==> src/rtl/selector41_scan.sv <==
// Time-division transmitter: snapshots four 1-bit channels per frame and serialises
// them onto oC with the channel address on oS1/oS0, inserting an idle-high guard cycle.
module selector41_scan #(
  parameter int unsigned DWELL = 4
) (
  input  logic iClk,
  input  logic iRst,
  input  logic iEn,
  input  logic iD0,
  input  logic iD1,
  input  logic iD2,
  input  logic iD3,
  output logic oS1,
  output logic oS0,
  output logic oC,
  output logic oValid,
  output logic oFrame,
  output logic oBusy
);

  typedef enum logic [1:0] {IDLE, SETUP, HOLD} state_t;

  localparam logic [7:0] DWELL_M1 = 8'(DWELL - 1);

  state_t     state, state_n;
  logic [1:0] ch, ch_n;
  logic [7:0] cnt, cnt_n;
  logic [3:0] sh, sh_n;

  logic [1:0] sel_n;
  logic       c_n, valid_n, frame_n, busy_n;

  always_comb begin
    state_n = state;
    ch_n    = ch;
    cnt_n   = cnt;
    sh_n    = sh;
    case (state)
      IDLE: begin
        if (iEn) begin
          sh_n    = {iD3, iD2, iD1, iD0};
          ch_n    = 2'd0;
          state_n = SETUP;
        end
      end
      SETUP: begin
        cnt_n   = DWELL_M1;
        state_n = HOLD;
      end
      HOLD: begin
        if (cnt != 8'd0) begin
          cnt_n = cnt - 8'd1;
        end else if (ch != 2'd3) begin
          ch_n    = ch + 2'd1;
          state_n = SETUP;
        end else if (iEn) begin
          // back-to-back frame: fresh snapshot, no idle gap
          sh_n    = {iD3, iD2, iD1, iD0};
          ch_n    = 2'd0;
          state_n = SETUP;
        end else begin
          state_n = IDLE;
        end
      end
      default: state_n = IDLE;
    endcase
  end

  // Outputs are decoded from the next state so every output is a flop.
  always_comb begin
    sel_n   = {oS1, oS0};
    c_n     = 1'b1;
    valid_n = 1'b0;
    frame_n = 1'b0;
    busy_n  = (state_n != IDLE);
    if (state_n != IDLE) sel_n = ch_n;
    if (state_n == HOLD) begin
      c_n     = sh_n[ch_n];
      valid_n = 1'b1;
    end
    if (state_n == SETUP && ch_n == 2'd0) frame_n = 1'b1;
  end

  always_ff @(posedge iClk) begin
    if (iRst) begin
      state  <= IDLE;
      ch     <= 2'd0;
      cnt    <= 8'd0;
      sh     <= 4'b1111;
      oS1    <= 1'b0;
      oS0    <= 1'b0;
      oC     <= 1'b1;
      oValid <= 1'b0;
      oFrame <= 1'b0;
      oBusy  <= 1'b0;
    end else begin
      state  <= state_n;
      ch     <= ch_n;
      cnt    <= cnt_n;
      sh     <= sh_n;
      oS1    <= sel_n[1];
      oS0    <= sel_n[0];
      oC     <= c_n;
      oValid <= valid_n;
      oFrame <= frame_n;
      oBusy  <= busy_n;
    end
  end

endmodule
==> config.mk <==
export PLATFORM = sky130hd
export DESIGN_NAME = selector41_scan
export DESIGN_NICKNAME = d
export VERILOG_FILES = /design/src/rtl/selector41_scan.sv
export SDC_FILE = /design/constraint.sdc
export NUM_CORES = 1
export LEC_CHECK = 0
export CORE_MARGIN = 4
export CORE_UTILIZATION = 50
export DETAILED_ROUTE_END_ITERATION = 12
export GPL_TIMING_DRIVEN = 0
export PLACE_DENSITY = 0.73
export SYNTH_ARGS = -nofsm -noshare
export SYNTH_HDL_FRONTEND = slang
export SYNTH_SLANG_ARGS = --single-unit
==> constraint.sdc <==
create_clock -name iClk -period 5.8 [get_ports iClk]
set_clock_uncertainty 0.05 [all_clocks]
set_input_delay 1.16 -clock iClk [delete_from_list [all_inputs] [get_ports iClk]]
set_output_delay 1.16 -clock iClk [all_outputs]
set_load 0.02 [all_outputs]
==> results of run 1 <==
[final timing paths]
path              startpoint  end  slack, ns  cells past startpoint
hold reg to reg          oS1  oS1       0.44                      2
setup reg to reg      cnt[0]   oC       3.57                      7
hold / removal           oS1  oS1       0.44                      2
setup / recovery         iEn   oC       3.18                      6
[where the power goes]
| part | switching, mW | total [mW] | internal, mW | leakage, nW |
|---|---|---|---|---|
| sequential | 0.00924 | 0.172 | 0.162 | 0.180 |
| combinational | 0.0433 | 0.0783 | 0.0350 | 0.248 |
| clock | 0.0472 | 0.0856 | 0.0384 | 0.0210 |
| total | 0.0998 | 0.336 | 0.236 | 0.449 |
[layout make-up]
type	count	area (um2)	share of cell area
Buffer	3	12.51	0.01030
Clock buffer	4	36.28	0.02987
Inverter	4	15.01	0.01236
Multi-Input combinational cell	82	556.8	0.4583
Sequential cell	22	440.4	0.3625
Tap cell	27	33.78	0.02781
Timing Repair Buffer	12	120.1	0.09887
[metrics by stage]
stage | instance area, um2 | hold slack (ns)
floorplan | 1025 | 0.3956
global placement | 1179 | 0.4054
detailed placement | 1179 | 0.4221
CTS | 1215 | 0.4393
global route | 1215 | 0.4673
finish | 1215 | 0.4352
[synth_stat cells (2+ instances only)]
cell type	n
nor3b_1	2
ha_1	2
clkbuf_1	2
nor2b_1	2
nor4_1	4
nand3_1	2
a31oi_1	4
xnor2_1	2
dfxtp_1	22
o21bai_1	3
o21ai_4	2
nand2_1	6
mux2i_1	4
a21oi_1	6
mux2_2	2
nor3_1	6
nand2b_1	5
nor2_1	11
inv_1	4
[cells in the final DEF, fill, tap and decap left out, types with 2 or more instances in the layout]
cell / synthesis / layout
mux2_2: 2 / 2
o21bai_1: 3 / 3
a31oi_1: 4 / 4
nor2_1: 11 / 11
nor3b_1: 2 / 2
ha_1: 2 / 2
clkbuf_1: 2 / 2
xnor2_1: 2 / 2
nor2b_1: 2 / 2
mux2i_1: 4 / 4
a21oi_1: 6 / 6
nor4_1: 4 / 4
dfxtp_1: 22 / 22
clkdlybuf4s50_1: 0 / 12
nand2_1: 6 / 6
nand3_1: 2 / 2
clkbuf_4: 0 / 3
nor3_1: 6 / 6
inv_1: 4 / 4
o21ai_4: 2 / 2
nand2b_1: 5 / 5
[state kept, by name, summed over array words and instances (netlist names)]
register,cells
oC,1
oS1,1
state,2
oFrame,1
cnt,8
oBusy,1
oS0,1
sh,4
ch,2
oValid,1
[cell families (layout without fill, tap and decap cells)]
group                      after synthesis  after routing  synth area share
adders and majority gates                2              2           0.02442
xor gates and xnor gates                 2              2           0.01710
muxes                                    6              6           0.06105
DFF                                     22             22            0.4298
and+or+nand+nor                         46             46            0.2430
buffers and inverters                    7             23           0.02686
AOI/OAI and AO/OA                       26             26            0.1978
[worst max-delay path, delay by kind of cell]
| family | cells | cell delay (ns) |
|---|---|---|
| compound gates | 3 | 0.76 |
| buf+inv | 2 | 0.56 |
| mux | 1 | 0.28 |
[metal layers]
layer / vias up / share of wire
met4: 0 / 0.016
met5: - / 0
met1: 424 / 0.52
met3: 5 / 0.033
met2: 18 / 0.43
li1: 442 / -
==> impl_metrics.csv, run 1 <==
group,metric,value,unit
synth,synth_area_per_cell,9.232,um2
place,numPortBuffers,12,
power,power.density,276.2,nW/um2
global_routing,antenna_found_initial,0,
worst_setup_path,timing.critical_path.fanout_max,5,
global_routing,grt_use_met1,0.2234,
floorplanning,die_w,53.27,um
place,dp_slack,2.871,ns
sta,setup_viol,0,
global_routing,grt_pass1_wl,3684,um
finish,syn_to_final_growth,18.56,%
place,dp.final_hpwl,1629,um
floorplanning,start_util,0.5223,
flow_run,maxCapViolations,0,
synth,synthFlopType,"dfxtp_1",
place,dpl.cell_count,150,
finish,final_cells,154,
worst_setup_path,path_cells,"clkdlybuf4s50_1 > inv_1 > a21oi_1 > a31oi_1 > mux2i_1 > o221ai_1",
worst_setup_path,end_kind,"flip-flop",
power,power.total,0.3355,mW
sta,finalHoldViolCount,0,
routing,initialDrtViolationCount,21,
clock_tree,h-tree-depth,1,
worst_setup_path,cp.arrival,2.75,ns
outcome,status,"completed",
global_routing,grt-busiest-layer,"met2",
synth,synth-edff-count,0,
sta,rsz0062_at_grt,"no",
floorplanning,die_h,53.27,um
clock_tree,clock-sinks,22,
finish,n_fill_cell,191,
synth,synth_top_area_cell,"dfxtp_1",
finish,num_antenna_cells,0,
synth,synthCells,111,
clock_tree,hold_buffers,0,
sta,finalCritPeriodShare,0.4511,
floorplanning,pin_count,13,
synth,synth.distinct_cells,39,
synth,yosys.area.top_type_share,0.4298,
synth,synth_area_leaders,"dfxtp_1 43%, nor2_1 4.0%, mux2i_1 3.9%",
floorplanning,row_count,16,
finish,nets,137,
sta,worstMarginPinSlew,0.5989,ns
worst_setup_path,start_kind,"input port",
synth,yosys_warnings,0,
global_routing,met3_usage,0.04225,
sta,layout_setup_ws,3.183,ns
min_path,hp-class,"flip-flop to flip-flop",
routing,vias,889,
sta,period_minus_slack,2.617,ns
routing,wl,2175,um
clock_tree,clock_latency,0.31,ns
clock_tree,post-cts-setup-buffers,0,
finish,drive_gt1_frac,0.1181,
routing,via_per_inst,5.773,
worst_setup_path,cpMaxStageDelayCell,"a31oi_1",
finish,final_core_util,0.6193,
floorplanning,die_area,2838,um2
sta,fin_tns_setup,0,ns
worst_setup_path,required,5.94,ns
routing,drt-wirelength-per-cell,14.12,um
clock_tree,cts_resized,0,
routing,dr.pass1.iters,4,
routing,drtAntennaViolNets,0,
worst_setup_path,slowest_delay,0.51,ns
clock_tree,cts_tree,"done",
synth,synth.cell_area,1025,um2
power,leakage,0.4490,nW
clock_tree,cts_buffer_depth,2,
sta,slew_violations,0,
synth,ys_seq_area_frac,0.4298,
clock_tree,cts_root_buf,"clkbuf_4",
synth,synth-seq-cells,22,
global_routing,grt.overflow.total,0,
clock_tree,cts_buffers,3,
global_routing,track_usage,0.1808,
routing,drcViolationCount,0,
global_routing,grt_pass1_vias,849,
synth,synth_fp_nets,120,
power,vdd_drop_max,0.1454,mV
place,place.gp.congestion,0.8146,
global_routing,use_met2,0.2959,
worst_setup_path,path_class,"input port to flip-flop",
clock_tree,cts.reportedPaths.clkPinSlew,0.12,ns
synth,synthArstFlopShare,0,
sta,fmax,382.2,MHz
sta,relSlewSlack,0.5989,
global_routing,grt_max_degree,13,
floorplanning,core_area,1962,um2
(Power assumes the default switching activity.)
==> run 2: changes to the inputs <==
- CORE_UTILIZATION: 50 -> 47
- PLACE_DENSITY: 0.73 -> 0.72
- clock period: 5.8 -> 2.2 ns (I/O delays scaled with it)
==> run 2 against run 1 <==
Against the previous run: wire length fell by 8.0%; setup slack got worse by 3.1 ns; largest power group unchanged; combinational power rose to 2.7 times the previous value; via count fell by 4.2%; register-to-register slack got worse by 3.4 ns; global-route usage fell by 1.7 points; first-iteration DRC count fell by 29%; design area rose by 0.41%; sequential cell count did not move; sequential power rose to 2.6 times the previous value; largest cell class unchanged; critical endpoint unchanged; critical path depth did not move.
==> impl_metrics.csv, run 2 (synthesis results as in run 1) <==
group,metric,value,unit
finish,final_core_util,0.6033,
worst_setup_path,worstReg2RegEnd,"oC",
power,leakage,0.4441,nW
finish,syn_to_final_growth,19.05,%
worst_setup_path,end_kind,"flip-flop",
worst_setup_path,start_kind,"flip-flop",
sta,setup_viol,0,
floorplanning,die_area,2992,um2
routing,drtAntennaViolNets,0,
routing,initialDrtViolationCount,15,
clock_tree,h-tree-depth,1,
clock_tree,clock-sinks,22,
finish,layout_commonest_cell,"dfxtp_1",
finish,nets,137,
clock_tree,cts.reportedPaths.clkPinSlew,0.11,ns
floorplanning,pin_count,13,
floorplanning,core_area,2022,um2
worst_setup_path,crit_end,"oC",
floorplanning,die_h,54.70,um
clock_tree,cts_buffers,3,
sta,slew_violations,0,
worst_setup_path,startpoint,"cnt[0]",
place,dp_slack,0.09283,ns
routing,via_per_inst,5.569,
finish,most-common-layout-cells,"22 x dfxtp_1, 12 x clkdlybuf4s50_1, 11 x nor2_1",
sta,finalCritPeriodShare,0.9441,
power,power.density,688.9,nW/um2
worst_setup_path,rrSetupSlack,0.12,ns
floorplanning,start_util,0.5068,
worst_setup_path,timing.critical_path.fanout_max,5,
sta,rsz0062_at_grt,"no",
worst_setup_path,path_class,"flip-flop to flip-flop",
routing,wl,2001,um
routing,dr.pass1.iters,4,
power,vdd_drop_max,0.4682,mV
sta,fin_tns_setup,0,ns
sta,finalHoldViolCount,0,
routing,drcViolationCount,0,
global_routing,grt.overflow.total,0,
worst_setup_path,required,2.34,ns
sta,fmax,481.5,MHz
floorplanning,die_w,54.70,um
sta,relSlewSlack,0.6662,
global_routing,grt_max_degree,12,
clock_tree,cts_root_buf,"clkbuf_4",
global_routing,antenna_found_initial,0,
clock_tree,post-cts-setup-buffers,0,
place,place.gp.congestion,0.8559,
finish,num_antenna_cells,0,
place,dp.final_hpwl,1457,um
finish,fin_area,1220,um2
worst_setup_path,r2r-start,"cnt[0]",
clock_tree,clock_latency,0.30,ns
finish,largest_reg_flops,8,
routing,drt-wirelength-per-cell,13.08,um
place,numPortBuffers,12,
clock_tree,hold_buffers,0,
global_routing,grt_pass1_vias,824,
global_routing,track_usage,0.1633,
sta,worstMarginPinSlew,0.4969,ns
min_path,hp-class,"flip-flop to flip-flop",
place,place_area,1179,um2
finish,largestRegisters,"cnt: 8 flops, sh: 4 flops",
worst_setup_path,ff2ff_path_depth,6,
min_path,min_from,"oS1",
finish,drive_gt1_frac,0.1349,
clock_tree,cts_buffer_depth,2,
finish,regMostFlops,"cnt",
clock_tree,cts_tree,"done",
sta,period_minus_slack,2.077,ns
flow_run,maxCapViolations,0,
worst_setup_path,cp.arrival,2.22,ns
floorplanning,row_count,16,
global_routing,grt_pass1_wl,3491,um
sta,layout_setup_ws,0.1230,ns
outcome,status,"completed",
routing,vias,852,
[run 2: routing by layer]
metal	track usage	vias up	part of all wire
met5	0	-	0
met1	0.2162	396	0.51
met3	0.03542	5	0.027
li1	-	439	-
met2	0.2362	12	0.44
met4	0.1037	0	0.022
[run 2: stage by stage]
step	hold WS (ns)	power, mW	std cells
2_1_floorplan	0.3956	0.6036	111
3_3_place_gp	0.4069	0.6608	150
3_5_place_dp	0.4123	0.6633	150
4_1_cts	0.4309	0.8427	153
5_1_grt	0.4517	0.8888	153
6_report	0.4255	0.8404	153
[run 2: how the worst min path moves through the flow]
stage | end | depth (start not counted)
CTS | oS1 | 2
finish | oS1 | 2
global placement | oS1 | 2
floorplan | sh[1] | 2
detailed placement | oS1 | 2
global route | oS1 | 2
[run 2: critical path, stage by stage (launching register included)]
cell	delay, ns
dfxtp_1	0.37
inv_1	0.08
ha_1	0.17
or3b_2	0.54
nor3_1	0.46
or3_1	0.18
o221ai_1	0.11
[run 2: report_power, final]
part	internal [mW]	leakage (nW)	switching [mW]
combinational	0.0944	0.250	0.113
clock	0.0640	0.0138	0.115
sequential	0.428	0.180	0.0252
total	0.586	0.444	0.254
[run 2: repair_timing]
item / 4_1_cts / 5_1_grt
resized for setup: 0 / 3
hold endpoints to repair: 0 / 0
endpoints found under the setup margin: 0 / 3
[run 2: area by class of cell]
cell class                      instances  area (um2)
Buffer                                  3       12.51
Clock buffer                            3       22.52
Fill cell                             188       802.0
Inverter                                4       15.01
Multi-Input combinational cell         82       575.6
Sequential cell                        22       440.4
Tap cell                               27       33.78
Timing Repair Buffer                   12       120.1
==> run 3: changes to the inputs <==
- PLACE_DENSITY: 0.72 -> 0.74
==> run 3 against run 2 <==
Against the previous run: setup slack better by 0.020 ns; sequential share of layout area shrank 0.87 points; register-to-register slack better by 0.02 ns.
==> impl_metrics.csv, run 3 (synthesis results as in run 1) <==
group,metric,value,unit
outcome,status,"completed",
global_routing,track_usage,0.1683,
routing,drt-wirelength-per-cell,13.40,um
finish,most-common-layout-cells,"22 x dfxtp_1, 12 x clkdlybuf4s50_1, 11 x nor2_1",
clock_tree,cts_resized,0,
routing,vias,846,
worst_setup_path,end_kind,"flip-flop",
floorplanning,core_area,2022,um2
sta,setup_viol,0,
routing,wl_met3,63,um
place,dpl.cell_count,150,
power,power.density,777.9,nW/um2
clock_tree,post-cts-setup-buffers,0,
floorplanning,row_count,16,
place,place.gp.congestion,0.8685,
sta,finalCritPeriodShare,0.9349,
worst_setup_path,start_kind,"flip-flop",
flow_run,maxCapViolations,0,
sta,slew_violations,0,
finish,syn_to_final_growth,21.98,%
sta,worstMarginPinSlew,0.4635,ns
sta,worst_hold_slack,0.4302,ns
clock_tree,h-tree-depth,1,
clock_tree,hold_buffers,0,
finish,fin_area,1250,um2
sta,relSlewSlack,0.6887,
routing,drtAntennaViolNets,0,
routing,routed-wl-met2,1021,um
global_routing,grt.overflow.total,0,
power,power.total,0.9724,mW
routing,wl_met1,944,um
worst_setup_path,required,2.39,ns
finish,drive_gt1_frac,0.1417,
clock_tree,cts.reportedPaths.clkPinSlew,0.13,ns
min_path,hp-class,"flip-flop to flip-flop",
place,place_area,1179,um2
clock_tree,cts_buffer_depth,2,
routing,maxUsedRoutingLayer,"met4",
clock_tree,clock_latency,0.31,ns
floorplanning,start_util,0.5068,
global_routing,grt_pass1_wl,3539,um
routing,initialDrtViolationCount,12,
routing,wl,2064,um
global_routing,grt_pass1_vias,844,
sta,rsz0062_at_grt,"no",
worst_setup_path,timing.critical_path.fanout_max,5,
worst_setup_path,path_class,"flip-flop to flip-flop",
sta,period_minus_slack,2.057,ns
power,vdd_drop_max,0.4470,mV
global_routing,grt_max_degree,14,
floorplanning,pin_count,13,
power,leakage,0.4583,nW
floorplanning,die_area,2992,um2
routing,via_per_inst,5.494,
sta,finalHoldViolCount,0,
sta,fin_tns_setup,0,ns
clock_tree,clock-sinks,22,
finish,layout_commonest_cell,"dfxtp_1",
finish,nets,137,
clock_tree,cts_root_buf,"clkbuf_4",
finish,largest_reg_flops,8,
routing,dr.pass1.iters,4,
clock_tree,cts_tree,"done",
worst_setup_path,cp.arrival,2.25,ns
global_routing,antenna_found_initial,0,
finish,largestRegisters,"cnt: 8 flops, sh: 4 flops",
place,numPortBuffers,12,
sta,fmax,486.2,MHz
finish,final_cells,154,
clock_tree,cts_buffers,3,
finish,num_antenna_cells,0,
floorplanning,die_w,54.70,um
finish,regMostFlops,"cnt",
place,dp.final_hpwl,1553,um
floorplanning,die_h,54.70,um
routing,drcViolationCount,0,
==> run 3: cell count changes in the layout (fill, tap and decap cells not counted) <==
cell	delta
bufinv_16	+1
==> run 3: final cells by class <==
type                    instances  area, um2
repair buffers                 12      120.1
plain buffers                   3      12.51
multi-input cells              82      575.6
flip-flops and latches         22      440.4
well taps                      27      33.78
clock inverters                 1      30.03
fillers                       170      772.0
inverters                       4      15.01
clock buffers                   3      22.52
==> run 3: report_power, final <==
part | internal, mW | switching (mW)
registers | 0.428 | 0.0254
clock network | 0.184 | 0.125
logic | 0.0948 | 0.114
==> run 3: critical path: stages (launching register included) <==
cell and delay, ns:
dfxtp_1 0.37, inv_1 0.08, ha_1 0.18, or3b_2 0.54
o21ai_4 0.19, a21boi_2 0.09, or3_1 0.31, o221ai_1 0.18
==> run 3: path summary, 6_finish.rpt <==
kind	startpoint	endpoint	slack (ns)	cells past startpoint
setup / recovery	cnt[0]	oC	0.14	7
hold / removal	oS1	oS1	0.43	2
setup reg to reg	cnt[0]	oC	0.14	7
hold reg to reg	oS1	oS1	0.43	2
==> run 3: layer usage <==
layer,vias up,GRT usage
met5,-,0
met3,5,0.03542
met1,390,0.2026
li1,437,-
met4,0,0.08299
met2,14,0.2795
==> run 3: stage by stage <==
stage | worst slack, ns | util
detailed placement | 0.05062 | 0.5829
finish | 0.1433 | 0.6182
floorplan | 0.3118 | -
CTS | 0.03597 | 0.6089
global route | 0.02206 | 0.6182
global placement | 0.06413 | 0.5829
